$ cat config.mk
export PLATFORM = sky130hd
export DESIGN_NAME = fetch_queue
export DESIGN_NICKNAME = d
export VERILOG_FILES = /design/src/rtl/fetch_queue.sv
export SDC_FILE = /design/constraint.sdc
export NUM_CORES = 1
export LEC_CHECK = 0
export ABC_AREA = 1
export CELL_PAD_IN_SITES_DETAIL_PLACEMENT = 1
export CELL_PAD_IN_SITES_GLOBAL_PLACEMENT = 2
export CORE_MARGIN = 5
export CORE_UTILIZATION = 40
export DETAILED_ROUTE_END_ITERATION = 16
export DONT_BUFFER_PORTS = 1
export PLACE_DENSITY = 0.75
export SLEW_MARGIN = 30
export SYNTH_ARGS = -nofsm -noshare
export SYNTH_HDL_FRONTEND = slang
export SYNTH_SLANG_ARGS = --single-unit
export TNS_END_PERCENT = 10
$ cat constraint.sdc
create_clock -name clk -period 7.9 [get_ports clk]
set_clock_uncertainty 0.15 [all_clocks]
set_input_delay 0.395 -clock clk [delete_from_list [all_inputs] [get_ports clk]]
set_output_delay 0.395 -clock clk [all_outputs]
set_load 0.1 [all_outputs]
$ cat src/rtl/fetch_queue.sv
// fetch_queue: owns the fetch address, issues sequential word reads to a
// 1-cycle-latency instruction memory, and buffers {pc, instr} pairs in a
// small circular FIFO for decode. A redirect reloads the fetch address and
// flushes everything buffered or in flight.
//
// Handshake: an entry transfers to decode in any cycle where out_valid and
// out_ready are both 1 at the rising edge; out_valid never depends on
// out_ready, and the head entry stays stable until it is accepted.
module fetch_queue #(
  parameter int          DEPTH    = 4,
  parameter logic [31:0] RESET_PC = 32'h0000_3000
) (
  input  logic                       clk,
  input  logic                       reset,
  input  logic                       redirect,
  input  logic [31:0]                redirect_pc,
  output logic                       imem_req,
  output logic [31:0]                imem_addr,
  input  logic [31:0]                imem_rdata,
  output logic                       out_valid,
  input  logic                       out_ready,
  output logic [31:0]                out_pc,
  output logic [31:0]                out_instr,
  output logic [$clog2(DEPTH+1)-1:0] count
);

  localparam int CW = $clog2(DEPTH + 1);
  localparam int PW = (DEPTH > 1) ? $clog2(DEPTH) : 1;

  logic [31:0]   fetch_pc_q, fetch_pc_d;
  logic [PW-1:0] head_q, head_d;
  logic [PW-1:0] tail_q, tail_d;
  logic [CW-1:0] count_q, count_d;
  logic          inflight_q, inflight_d;
  logic [31:0]   pend_pc_q, pend_pc_d;

  logic [31:0]   pc_mem    [DEPTH];
  logic [31:0]   instr_mem [DEPTH];

  logic [CW:0]   occupancy;
  logic          issue;
  logic          push;
  logic          pop;

  // Advance a FIFO pointer, wrapping at DEPTH (DEPTH need not be a power of 2).
  function automatic logic [PW-1:0] ptr_inc(input logic [PW-1:0] p);
    return (p == PW'(DEPTH - 1)) ? '0 : p + PW'(1);
  endfunction

  // Credit check uses registered state only: a same-cycle pop does not free space.
  assign occupancy = {1'b0, count_q} + {{CW{1'b0}}, inflight_q};
  assign issue     = reset && !redirect && (occupancy < (CW+1)'(DEPTH));
  assign push      = inflight_q && !redirect;
  assign pop       = out_valid && out_ready;

  assign imem_req  = issue;
  assign imem_addr = fetch_pc_q;
  assign out_valid = (count_q != '0) && !redirect;
  assign out_pc    = out_valid ? pc_mem[head_q]    : 32'h0;
  assign out_instr = out_valid ? instr_mem[head_q] : 32'h0;
  assign count     = count_q;

  // Next-state for fetch address, pointers, occupancy and the pending request.
  always_comb begin
    fetch_pc_d = fetch_pc_q;
    head_d     = head_q;
    tail_d     = tail_q;
    count_d    = count_q;
    inflight_d = issue;
    pend_pc_d  = pend_pc_q;
    if (redirect) begin
      fetch_pc_d = {redirect_pc[31:2], 2'b00};
      head_d     = '0;
      tail_d     = '0;
      count_d    = '0;
      inflight_d = 1'b0;
    end else begin
      if (issue) begin
        fetch_pc_d = fetch_pc_q + 32'd4;
        pend_pc_d  = fetch_pc_q;
      end
      if (push) tail_d = ptr_inc(tail_q);
      if (pop)  head_d = ptr_inc(head_q);
      case ({push, pop})
        2'b10:   count_d = count_q + CW'(1);
        2'b01:   count_d = count_q - CW'(1);
        default: count_d = count_q;
      endcase
    end
  end

  // Control registers; reset takes priority over redirect.
  always_ff @(posedge clk) begin
    if (!reset) begin
      fetch_pc_q <= RESET_PC;
      head_q     <= '0;
      tail_q     <= '0;
      count_q    <= '0;
      inflight_q <= 1'b0;
      pend_pc_q  <= '0;
    end else begin
      fetch_pc_q <= fetch_pc_d;
      head_q     <= head_d;
      tail_q     <= tail_d;
      count_q    <= count_d;
      inflight_q <= inflight_d;
      pend_pc_q  <= pend_pc_d;
    end
  end

  // FIFO storage: the returning response is written at the tail.
  always_ff @(posedge clk) begin
    if (reset && push) begin
      pc_mem[tail_q]    <= pend_pc_q;
      instr_mem[tail_q] <= imem_rdata;
    end
  end

  // A push into a full FIFO means the credit rule has been broken.
  always_ff @(posedge clk) begin
    if (reset && push) begin
      assert (count_q < CW'(DEPTH));
    end
  end

endmodule

# --- Word level (Yosys, flattened, before mapping) ---
# Memories as Yosys holds them, arrays and structs flattened. A register that Yosys moved wholly into a read port is not among the register bits.
# Cells that the tools add are included.
op_classes:
  n_addsub: 6
  mul: 0
  n_div: 0
  magnitude_cmp: 1
  n_eq_ne: 4
  shifts: 0
  muxes: 13
  bitwise_logic: 2
  n_reduce_logical: 12
ops:
  columns: ["cell", "count"]
  rows:
  - ["2-to-1 mux 32 bit", 4]
  - ["adder 32 x 3 -> 32 bit (second input constant)", 1]
  - ["2-to-1 mux 2 bit", 6]
  - ["equality test 2 bit (second input constant)", 3]
  - ["logical AND 1 bit", 6]
  - ["one-hot mux 3 bit (2 select lines)", 1]
  - ["adder 2 x 1 -> 2 bit (second input constant)", 2]
  - ["adder 3 x 1 -> 4 bit", 1]
  - ["< comparator 4 x 3 -> 1 bit (second input constant)", 1]
  - ["nonzero test 2 bit", 2]
  - ["adder 3 x 1 -> 3 bit (second input constant)", 1]
  - ["nonzero test 3 bit", 1]
  - ["subtractor 3 x 1 -> 3 bit (second input constant)", 1]
  - ["equality test 2 x 1 -> 1 bit (second input constant)", 1]
  - ["2-to-1 mux 1 bit", 2]
  - ["inverter 1 bit", 2]
  - ["AND reduction 2 bit", 1]
  - ["OR reduction 2 bit", 1]
  - ["zero test 1 bit", 1]
totals:
  reg_bits: 72
  latchBits: 0
  ram_bits: 256
  romBits: 0
  inputBits: 68
  out_inout_bits: 101
  elab_cells: 47
  mem_count: 2
mem_list:
  columns: ["name", "words", "width", "rd", "rd_clocked_by_memory_dff", "wr", "line_no", "rtl"]
  rows:
  - ["instr_mem", 4, 32, 1, 1, 1, "38", "logic [31:0] instr_mem [DEPTH];"]
  - ["pc_mem", 4, 32, 1, 1, 1, "37", "logic [31:0] pc_mem [DEPTH];"]

# --- Logic depth before layout (Yosys ltp) ---
# Gate-level depths: netlist of run 1.
logic_depth:
  word_depth: 5
  mapped_depth: 11
  ltp_nobuf: 11

# --- Worst setup path before layout of run 1 ---
# OpenSTA, ideal clock, no wires.
synth_path:
  path_kind: "register to output"
  start: "register count_q[0] (netlist: count[0])"
  end: "output port out_instr[0]"
  arrival_ps: 4992
  setup_slack_ps: 2363
  path_stages_with_launch: 6
  path_cell_list: "dfxtp_1 -> inv_1 -> a31oi_1 -> inv_2 -> clkbuf_1 -> a21oi_1"
synth_via:
  elab_chain_cells: 3
synth_rtl:
  columns: ["item", "line_no", "rtl"]
  rows:
  - ["start: declaration", "33", "logic [CW-1:0] count_q, count_d;"]
  - ["start signal: assignment", "105", "count_q <= count_d;"]
  - ["nonzero test 3 bit", "58", "assign out_valid = (count_q != '0) && !redirect;"]
  - ["logical AND 1 bit", "58", null]
  - ["net out_valid", "20", "output logic out_valid,"]
  - ["2-to-1 mux 32 bit", "60", "assign out_instr = out_valid ? instr_mem[head_q] : 32'h0;"]
  - ["end: declaration", "23", "output logic [31:0] out_instr,"]
# The timed path passes the listed nets, and every way through them passes these cells.

# --- Worst setup path in the final report of run 1 ---
layout_path:
  start: "register count_q[0] (netlist: count[0])"
  end: "output port out_pc[8]"
layout_via:
  elab_chain_cells: 3
layout_rtl:
  columns: ["item", "line_no", "rtl"]
  rows:
  - ["nonzero test 3 bit", "58", null]
  - ["logical AND 1 bit", "58", null]
  - ["net out_valid", "20", null]
  - ["2-to-1 mux 32 bit", "59", "assign out_pc = out_valid ? pc_mem[head_q] : 32'h0;"]
  - ["end: declaration", "22", "output logic [31:0] out_pc,"]
# The timed path passes the listed nets, and every way through them passes these cells.

==> impl_metrics.ini, run 1 <==
[status]
outcome = finished, final reports clean

[yosys]
ys_seq_area_share_pct = 67.0
ys.flop_type = edfxtp_1
yosys.area.top_type = edfxtp_1
async_flop_share_pct = 0
syn_inst = 1282
netlist_area_um2 = 13200
synth_warnings = 0
synth.distinct_cells = 37
synth-edff-count = 248
ys_ff_latch = 318
syn-mean-instance-area_um2 = 10.3
synth.top_cell.area_share_pct = 56.4
synthTopCellsByArea = edfxtp_1 (56%), dfxtp_1 (11%), nor2_1 (9.3%), o21ai_0 (5.9%), nand2_1 (3.6%)

[sta]
slew_violations = 0
hold_violations = 0
relSlewSlack_pct = 31.9
timing.fmax_mhz = 202
period_minus_slack_ns = 4.94
rsz0062_at_grt = false
fin_setup_tns_ns = 0
tightest_slew_ns = 1.02
setup-violations-final = 0
layout_worst_path_cycle_share_pct = 62.5

[detailed_routing]
post_drt_via_cell_ratio = 5.15
wire_per_inst_um = 19.7
ant_nets = 0
wl_met2_um = 17500
vias = 9366
met1Wirelength_um = 15800
drt_iter0_drc = 392
wl_met3_um = 1810
routed_wl_um = 35800
drc = 0
first_pass_iters = 4
route.top_layer_used = met4

[finish]
drive_gt1_share_pct = 14.4
fin_nets = 1429
final_cell_mix = nor2_1 (324), edfxtp_1 (248), o21ai_0 (156), nand2_1 (127), inv_1 (71)
area_delta_synth_final_pct = 22.0
fin_cells = 1820
final_common_cell = nor2_1
diodes = 0
fin_util_pct = 49.5

[die]
die_y_um = 192
pin_count = 169
std_cell_rows = 66
coreArea_um2 = 32500
initial_core_util_pct = 40.6
die-area_um2 = 36700
die-width_um = 192

[cts]
cts_resized = 0
path_clk_slew_ns = 0.06
cts_buffers = 35
clock-sinks = 318
root_buffer = clkbuf_16
cts_tree = yes
h-tree-depth = 2
clockBufferDepth = 3
postCtsSetupBuffers = 0
clock_latency_ns = 0.51

[worst_setup_path]
crit_fanout = 36
path_class = flop to output pin
crit_path_start_kind = flop
rrSetupSlack_ns = 4.18
critPathCaptureType = output pin
worstPathArrival_ns = 4.40
critPathRequiredTime_ns = 7.36

[global_routing]
grt_pass1_vias = 9986
antenna_found_initial = 0
grt_max_degree = 85
grt_usage_pct = 19.3
grt_pass1_wl_um = 55800
grt_overflow = 0

[flow_run]
cap_violations = 0

[min_path]
hold_path.class = input pin to flop

[power]
power_density_nw_per_um2 = 226
peakVddDrop_mv = 0.120
p_leak_nw = 5.55

[placement]
gp_congestion = 0.842
placedCellCount = 1699
port_buffers = 0
hpwl_um = 21500
## layer usage
layer / vias to the layer above / track usage, %
li1: 4517 / -
met1: 4609 / 24.5
met2: 195 / 34.2
met3: 45 / 4.13
met4: 0 / 4.23
met5: - / 0
## sequential cells by signal, summed over array words and instances (netlist names), named ones only
| register | flops |
|---|---|
| count | 3 |
| imem_addr | 30 |
| instr_mem | 128 |
| inflight_q | 1 |
| pc_mem | 120 |
| pend_pc_q | 30 |
| head_q | 2 |
| tail_q | 2 |
## cells by family (layout without fill, tap and decap cells)
kind of cell | Yosys count | after routing | share of synthesized area [%]
AOI/OAI and AO/OA | 283 | 283 | 11.3
DFF | 318 | 318 | 67.0
other | 1 | 4 | 0.0284
buffers and inverters | 146 | 239 | 4.52
adders and majority gates | 8 | 8 | 0.815
xor gates and xnor gates | 8 | 8 | 0.531
and+or+nand+nor | 518 | 518 | 15.8
## synth_stat cells (2+ instances only)
| library cell | number |
|---|---|
| nand2_2 | 2 |
| nor3_1 | 11 |
| a31oi_1 | 5 |
| clkbuf_1 | 45 |
| ha_1 | 7 |
| nand3b_1 | 3 |
| a21boi_0 | 2 |
| o211a_1 | 3 |
| buf_2 | 15 |
| o21ai_0 | 156 |
| edfxtp_1 | 248 |
| nand4_1 | 3 |
| o22ai_1 | 2 |
| o21ai_1 | 4 |
| nand3_1 | 40 |
| buf_1 | 3 |
| inv_1 | 71 |
| o211ai_1 | 3 |
| nor2_1 | 328 |
| nor2_8 | 2 |
| nand2_1 | 127 |
| dfxtp_1 | 70 |
| a211oi_1 | 10 |
| a21oi_1 | 93 |
| buf_4 | 6 |
| xor2_1 | 8 |
| inv_2 | 5 |
## power by group
part	internal (mW)	switching (mW)
logic	0.0544	0.135
clock network	0.903	0.635
registers	1.83	0.0877
## critical path, stage by stage, from the launching register on
cell and delay, ns:
dfxtp_1 0.97, inv_1 0.30, a31oi_4 0.80, inv_4 0.50
buf_4 0.56, a21oi_4 0.70
## what timing repair did
action                     4_1_cts  5_1_grt
hold endpoints to repair       173        0
hold buffers                    58        0
setup endpoints to repair        0        0
## final timing paths
path,from,endpoint,depth (start not counted)
max,count[0]$_SDFFE_PP0P_,out_pc[8],5
min,reset,imem_addr[14]$_SDFFE_PN0P_,3
max reg2reg,count[0]$_SDFFE_PP0P_,count[2]$_SDFFE_PP0P_,11
min reg2reg,pend_pc_q[14]$_SDFFE_PN0P_,pc_mem[3][14]$_DFFE_PP_,0
## stage by stage
stage / power [mW] / hold WS [ns] / setup slack [ns] / cell area (µm²)
after detailed placement: 2.11 / 0.344 / 3.40 / 14400
final: 3.65 / 0.0168 / 2.96 / 16100
after CTS: 3.69 / 0.00345 / 2.86 / 16100
after floorplan: 2.07 / 0.305 / 2.36 / 13200
after global placement: 2.10 / 0.327 / 3.29 / 14000
after global routing: 3.78 / 0.0110 / 2.81 / 16100
## area by class of cell
class / instances / area (µm²)
repair buffers: 101 / 970
clock inverters: 13 / 103
clock buffers: 49 / 981
fillers: 3519 / 16400
flip-flops and latches: 318 / 8880
multi-input cells: 821 / 4330
inverters: 76 / 289
well taps: 442 / 553
(Power assumes the default switching activity.)
==> run 2: changes to the inputs <==
--- a/config.mk
+++ b/config.mk
@@ -9,10 +9,10 @@
 export CELL_PAD_IN_SITES_DETAIL_PLACEMENT = 1
 export CELL_PAD_IN_SITES_GLOBAL_PLACEMENT = 2
 export CORE_MARGIN = 5
-export CORE_UTILIZATION = 40
+export CORE_UTILIZATION = 37
 export DETAILED_ROUTE_END_ITERATION = 16
 export DONT_BUFFER_PORTS = 1
-export PLACE_DENSITY = 0.75
+export PLACE_DENSITY = 0.73
 export SLEW_MARGIN = 30
 export SYNTH_ARGS = -nofsm -noshare
 export SYNTH_HDL_FRONTEND = slang
==> constraint.sdc (replaced) <==
create_clock -name clk -period 4.3 [get_ports clk]
set_clock_uncertainty 0.15 [all_clocks]
set_input_delay 0.215 -clock clk [delete_from_list [all_inputs] [get_ports clk]]
set_output_delay 0.215 -clock clk [all_outputs]
set_load 0.1 [all_outputs]
==> impl_metrics.ini, run 2 (synthesis results as in run 1) <==
[sta]
setup_ws_ns = 1.07
hold_violations = 0
relSlewSlack_pct = 37.9
layout_worst_path_cycle_share_pct = 75.0
timing.fmax_mhz = 310
setup-violations-final = 0
slew_violations = 0
rsz0062_at_grt = false
period_minus_slack_ns = 3.23
tightest_slew_ns = 0.932

[finish]
diodes = 0
fin_cells = 1920
drive_gt1_share_pct = 16.4
fin_util_pct = 46.5
area_delta_synth_final_pct = 24.6
largest-register = instr_mem
seq_area_um2 = 8850
largest_reg_flops = 128
fin_nets = 1509
fillers = 3892
multi_input_area_um2 = 4040
top_regs = instr_mem x128, pc_mem x120
final_cell_mix = nor2_1 (324), edfxtp_1 (248), o21ai_0 (156), nand2_1 (127), buf_4 (103)
final_common_cell = nor2_1

[detailed_routing]
post_drt_via_cell_ratio = 4.99
vias = 9573
wire_per_inst_um = 18.8
ant_nets = 0
drt_iter0_drc = 332
first_pass_iters = 4
drc = 0
routed_wl_um = 36100

[worst_setup_path]
cp_slowest_stage_delay_ns = 0.59
crit_buf_inv = 3
worstPathArrival_ns = 2.86
crit_fanout = 49
crit_chain = clkinv_2 -> buf_4 -> o21ai_0 -> a21oi_2 -> buf_4
critPathCaptureType = output pin
critPathRequiredTime_ns = 3.93
cp_slowest_cell = dfxtp_4
rr_worst_depth = 12
cp_common_cell = buf_4
path_class = flop to output pin
critical_path_depth = 5
cpLargestDelayFamily = buffers and inverters
crit_path_start_kind = flop

[global_routing]
grt_max_degree = 93
grt_pass1_wl_um = 56600
grt_pass1_vias = 10000
antenna_found_initial = 0
grt_usage_pct = 18.2
grt_overflow = 0

[flow_run]
cap_violations = 0

[placement]
hpwl_um = 22800
port_buffers = 0
placedCellCount = 1784
gp_congestion = 0.817
dp_slack_ns = 1.52

[power]
peakVddDrop_mv = 0.277
total_power_mw = 6.72
power_density_nw_per_um2 = 408
p_leak_nw = 5.92

[cts]
clock-sinks = 318
clock_latency_ns = 0.52
path_clk_slew_ns = 0.06
clockBufferDepth = 3
h-tree-depth = 2
root_buffer = clkbuf_16
cts_resized = 0
cts_buffers = 36
postCtsSetupBuffers = 0
cts_tree = yes

[status]
outcome = finished, final reports clean

[die]
std_cell_rows = 69
die-area_um2 = 39500
coreArea_um2 = 35400
pin_count = 169
die_y_um = 199
initial_core_util_pct = 37.3
die-width_um = 199

[min_path]
min_path_cells = 2
hold_path.class = input pin to flop
run 2: timing repair:
item | CTS | global route
hold endpoints to repair | 183 | 0
hold buffers | 72 | 0
setup endpoints to repair | 0 | 0
run 2: worst reg2reg max path, cell delays in order (launching register included):
cell           delay (ns)
dfxtp_1              0.30
buf_4                0.32
ha_1                 0.26
nand3_1              0.18
nor2_2               0.21
nand3_1              0.16
nor2_1               0.29
nand2_1              0.08
nand2_1              0.07
nand3b_1             0.07
nand2_1              0.06
dlygate4sd3_1        0.54
inv_1                0.04
run 2: metal layers:
layer / share of wire (%) / vias up / global-route usage, %
met5: 0 / - / 0
met4: 1.7 / 0 / 4.05
met3: 4.8 / 50 / 3.74
met2: 51 / 173 / 33.1
met1: 42 / 4677 / 22.4
li1: - / 4673 / -
run 2: final cells by class:
| cell class | instances | area share, % |
|---|---|---|
| repair buffers | 180 | 9.71 |
| well taps | 461 | 3.51 |
| inverters | 76 | 1.76 |
| flip-flops and latches | 318 | 53.8 |
| multi-input cells | 821 | 24.6 |
| clock inverters | 13 | 0.563 |
| clock buffers | 51 | 6.04 |
run 2: stage by stage:
stage / TNS, ns / cell area (µm²) / hold WS, ns
2_1_floorplan: -17.60 / 13200 / 0.164
3_3_place_gp: 0 / 14600 / 0.164
3_5_place_dp: 0 / 14600 / 0.164
4_1_cts: 0 / 16400 / 0.0345
5_1_grt: 0 / 16400 / 0.0582
6_report: 0 / 16400 / 0.0500
run 2: power by group:
group / internal (mW) / switching (mW)
Combinational: 0.129 / 0.372
Sequential: 3.36 / 0.0412
Clock: 1.67 / 1.14
Total: 5.16 / 1.56
run 2: worst paths after layout:
path	from	end	slack [ns]
hold reg to reg	pend_pc_q[20]$_SDFFE_PN0P_	pc_mem[2][20]$_DFFE_PP_	0.35
setup reg to reg	imem_addr[3]$_SDFFE_PN0P_	imem_addr[30]$_SDFFE_PN0P_	1.48
hold / removal	reset	imem_addr[10]$_SDFFE_PN0P_	0.05
setup / recovery	flop	out_instr[10]	1.07
==> run 3: changes to the inputs <==
--- a/config.mk
+++ b/config.mk
@@ -5,14 +5,14 @@
 export SDC_FILE = /design/constraint.sdc
 export NUM_CORES = 1
 export LEC_CHECK = 0
-export ABC_AREA = 1
+export ABC_AREA = 0
 export CELL_PAD_IN_SITES_DETAIL_PLACEMENT = 1
 export CELL_PAD_IN_SITES_GLOBAL_PLACEMENT = 2
 export CORE_MARGIN = 5
-export CORE_UTILIZATION = 37
+export CORE_UTILIZATION = 40
 export DETAILED_ROUTE_END_ITERATION = 16
 export DONT_BUFFER_PORTS = 1
-export PLACE_DENSITY = 0.73
+export PLACE_DENSITY = 0.68
 export SLEW_MARGIN = 30
 export SYNTH_ARGS = -nofsm -noshare
 export SYNTH_HDL_FRONTEND = slang
==> constraint.sdc (replaced) <==
create_clock -name clk -period 3.3 [get_ports clk]
set_clock_uncertainty 0.15 [all_clocks]
set_input_delay 0.165 -clock clk [delete_from_list [all_inputs] [get_ports clk]]
set_output_delay 0.165 -clock clk [all_outputs]
set_load 0.1 [all_outputs]
==> impl_metrics.ini, run 3 <==
[status]
outcome = finished, final reports clean

[yosys]
synthTopCellsByArea = edfxtp_1 (59%), dfxtp_1 (11%), mux4_2 (11%), and2_1 (3.3%), nand2_1 (2.8%)
ys.flop_type = edfxtp_1
synth_commonest_cells = edfxtp_1 (248), nand2_1 (96), dfxtp_1 (70)
synth.distinct_cells = 55
synth_warnings = 0
ys_seq_area_share_pct = 69.8
yosys.area.top_type = edfxtp_1
synth.top_cell.area_share_pct = 58.7
syn-mean-instance-area_um2 = 15.4
netlist_area_um2 = 12700
synthMostInstantiatedCell = edfxtp_1
synth-edff-count = 248
async_flop_share_pct = 0
ys_ff_latch = 318
syn_inst = 821

[cts]
cts_tree = yes
cts_buffers = 35
clock-sinks = 318
path_clk_slew_ns = 0.06
clockBufferDepth = 3
postCtsSetupBuffers = 0
h-tree-depth = 2
clock_latency_ns = 0.50
root_buffer = clkbuf_16

[sta]
slew_violations = 0
fin_setup_tns_ns = 0
timing.fmax_mhz = 335
setup-violations-final = 0
hold_violations = 0
tightest_slew_ns = 0.929
period_minus_slack_ns = 2.98
hold-worst-slack_ns = 0.0396
rsz0062_at_grt = false
relSlewSlack_pct = 38.1
layout_worst_path_cycle_share_pct = 90.3

[die]
pin_count = 169
initial_core_util_pct = 40.4
die-area_um2 = 35400
coreArea_um2 = 31400
die_y_um = 188
std_cell_rows = 65
die-width_um = 188

[global_routing]
antenna_found_initial = 1
grt_usage_pct = 17.9
grt_pass1_wl_um = 49900
grt_max_degree = 65
grt_overflow = 0
grt_pass1_vias = 8563

[finish]
largest-register = instr_mem
fillers = 3048
final_common_cell = edfxtp_1
area_delta_synth_final_pct = 24.3
final_cell_mix = edfxtp_1 (248), buf_4 (102), nand2_1 (95), dlygate4sd3_1 (76), dfxtp_1 (68)
drive_gt1_share_pct = 23.0
top_regs = instr_mem x128, pc_mem x120
fin_nets = 1073
largest_reg_flops = 128

[power]
p_int_mw = 6.64
power_frac_seq_pct = 51.1
power_density_nw_per_um2 = 545
power.switching_mw = 1.95
switching_share_pct = 22.7
pwr-share-clk_pct = 41.8
power_frac_comb_pct = 7.2
p_leak_nw = 5.49
peakVddDrop_mv = 0.312

[worst_setup_path]
critPathCaptureType = flop
critPathRequiredTime_ns = 3.53
worstPathArrival_ns = 3.22
cp_slowest_stage_delay_ns = 0.54
crit_path_start_kind = flop
crit_chain = buf_4 -> nor3b_1 -> nand2_2 -> inv_2 -> buf_12 -> nand4_1 -> and3_1 -> o21a_1 -> dlygate4sd3_1
path_class = flop to flop
crit_fanout = 29
cp_slowest_cell = dlygate4sd3_1

[detailed_routing]
post_drt_via_cell_ratio = 5.35
first_pass_iters = 4
routed_wl_um = 31500
wire_per_inst_um = 22.1
ant_nets = 0
drt_iter0_drc = 351
vias = 7606
drc = 0

[placement]
hpwl_um = 19600
gp_congestion = 0.803
port_buffers = 0

[min_path]
hold_path.class = input pin to flop

[flow_run]
cap_violations = 0
## run 3: final timing paths
path	start	to	slack [ns]	cells past startpoint
setup / recovery	count[2]$_SDFFE_PP0P_	imem_addr[18]$_SDFFE_PN0P_	0.32	9
hold / removal	redirect	imem_addr[16]$_SDFFE_PN0P_	0.04	4
setup reg to reg	count[2]$_SDFFE_PP0P_	imem_addr[18]$_SDFFE_PN0P_	0.32	9
hold reg to reg	head_q[1]$_SDFFE_PP0P_	flop	0.33	2
## run 3: logic make-up after synthesis
kind of cell | share of synthesized area, %
xor+xnor | 0.621
fa+ha+maj | 0.848
buf+inv | 2.30
compound gates | 4.92
flops | 69.8
simple gates | 10.1
other cells | 0.0296
mux | 11.4
## run 3: area by class of cell
cell class	count	area, µm²	share of cell area [%]
inverters	21	78.8	0.500
well taps	402	503	3.19
clock buffers	48	967	6.13
repair buffers	185	1700	10.8
diodes	1	2.50	0.0159
clock inverters	12	81.3	0.516
flip-flops and latches	318	8860	56.2
multi-input cells	436	3580	22.7
## run 3: critical path, delay by kind of cell (launching register included)
kind	cells	cell delay, ns
AOI/OAI and AO/OA	1	0.17
and+or+nand+nor	4	0.90
DFF	1	0.32
buffers and inverters	4	1.30
## run 3: repair_timing
action	4_1_cts	5_1_grt
resized for setup	0	0
hold buffers	77	0
endpoints found under the hold margin	167	0
## run 3: metal layers
metal	share of wire [%]	vias to the layer above	wire (µm)	track usage, %
li1	-	3493	-	-
met1	42	3870	13100	22.9
met2	51	195	15900	30.7
met3	6.2	48	1960	4.37
met4	1.6	0	497	4.49
met5	0	-	0	0
## run 3: power groups by stage
stage	Sequential (mW)	Clock, mW	Combinational, mW
after CTS	4.39	3.70	0.620
final	4.39	3.59	0.617
after floorplan	4.66	0	0.209
after global routing	4.39	3.88	0.653
after global placement	4.47	0	0.502
after detailed placement	4.47	0	0.514
## run 3: per-stage QoR
stage | utilization (%) | cell area [µm²] | total power, mW | setup slack (ns) | instances
after CTS | 50.2 | 15800 | 8.71 | 0.347 | 1422
final | 50.2 | 15800 | 8.59 | 0.319 | 1423
after detailed placement | 44.4 | 13900 | 4.99 | 0.799 | 1285
after floorplan | - | 12700 | 4.87 | 0.256 | 824
after global routing | 50.2 | 15800 | 8.92 | 0.168 | 1423
after global placement | 44.0 | 13800 | 4.97 | 0.938 | 1281
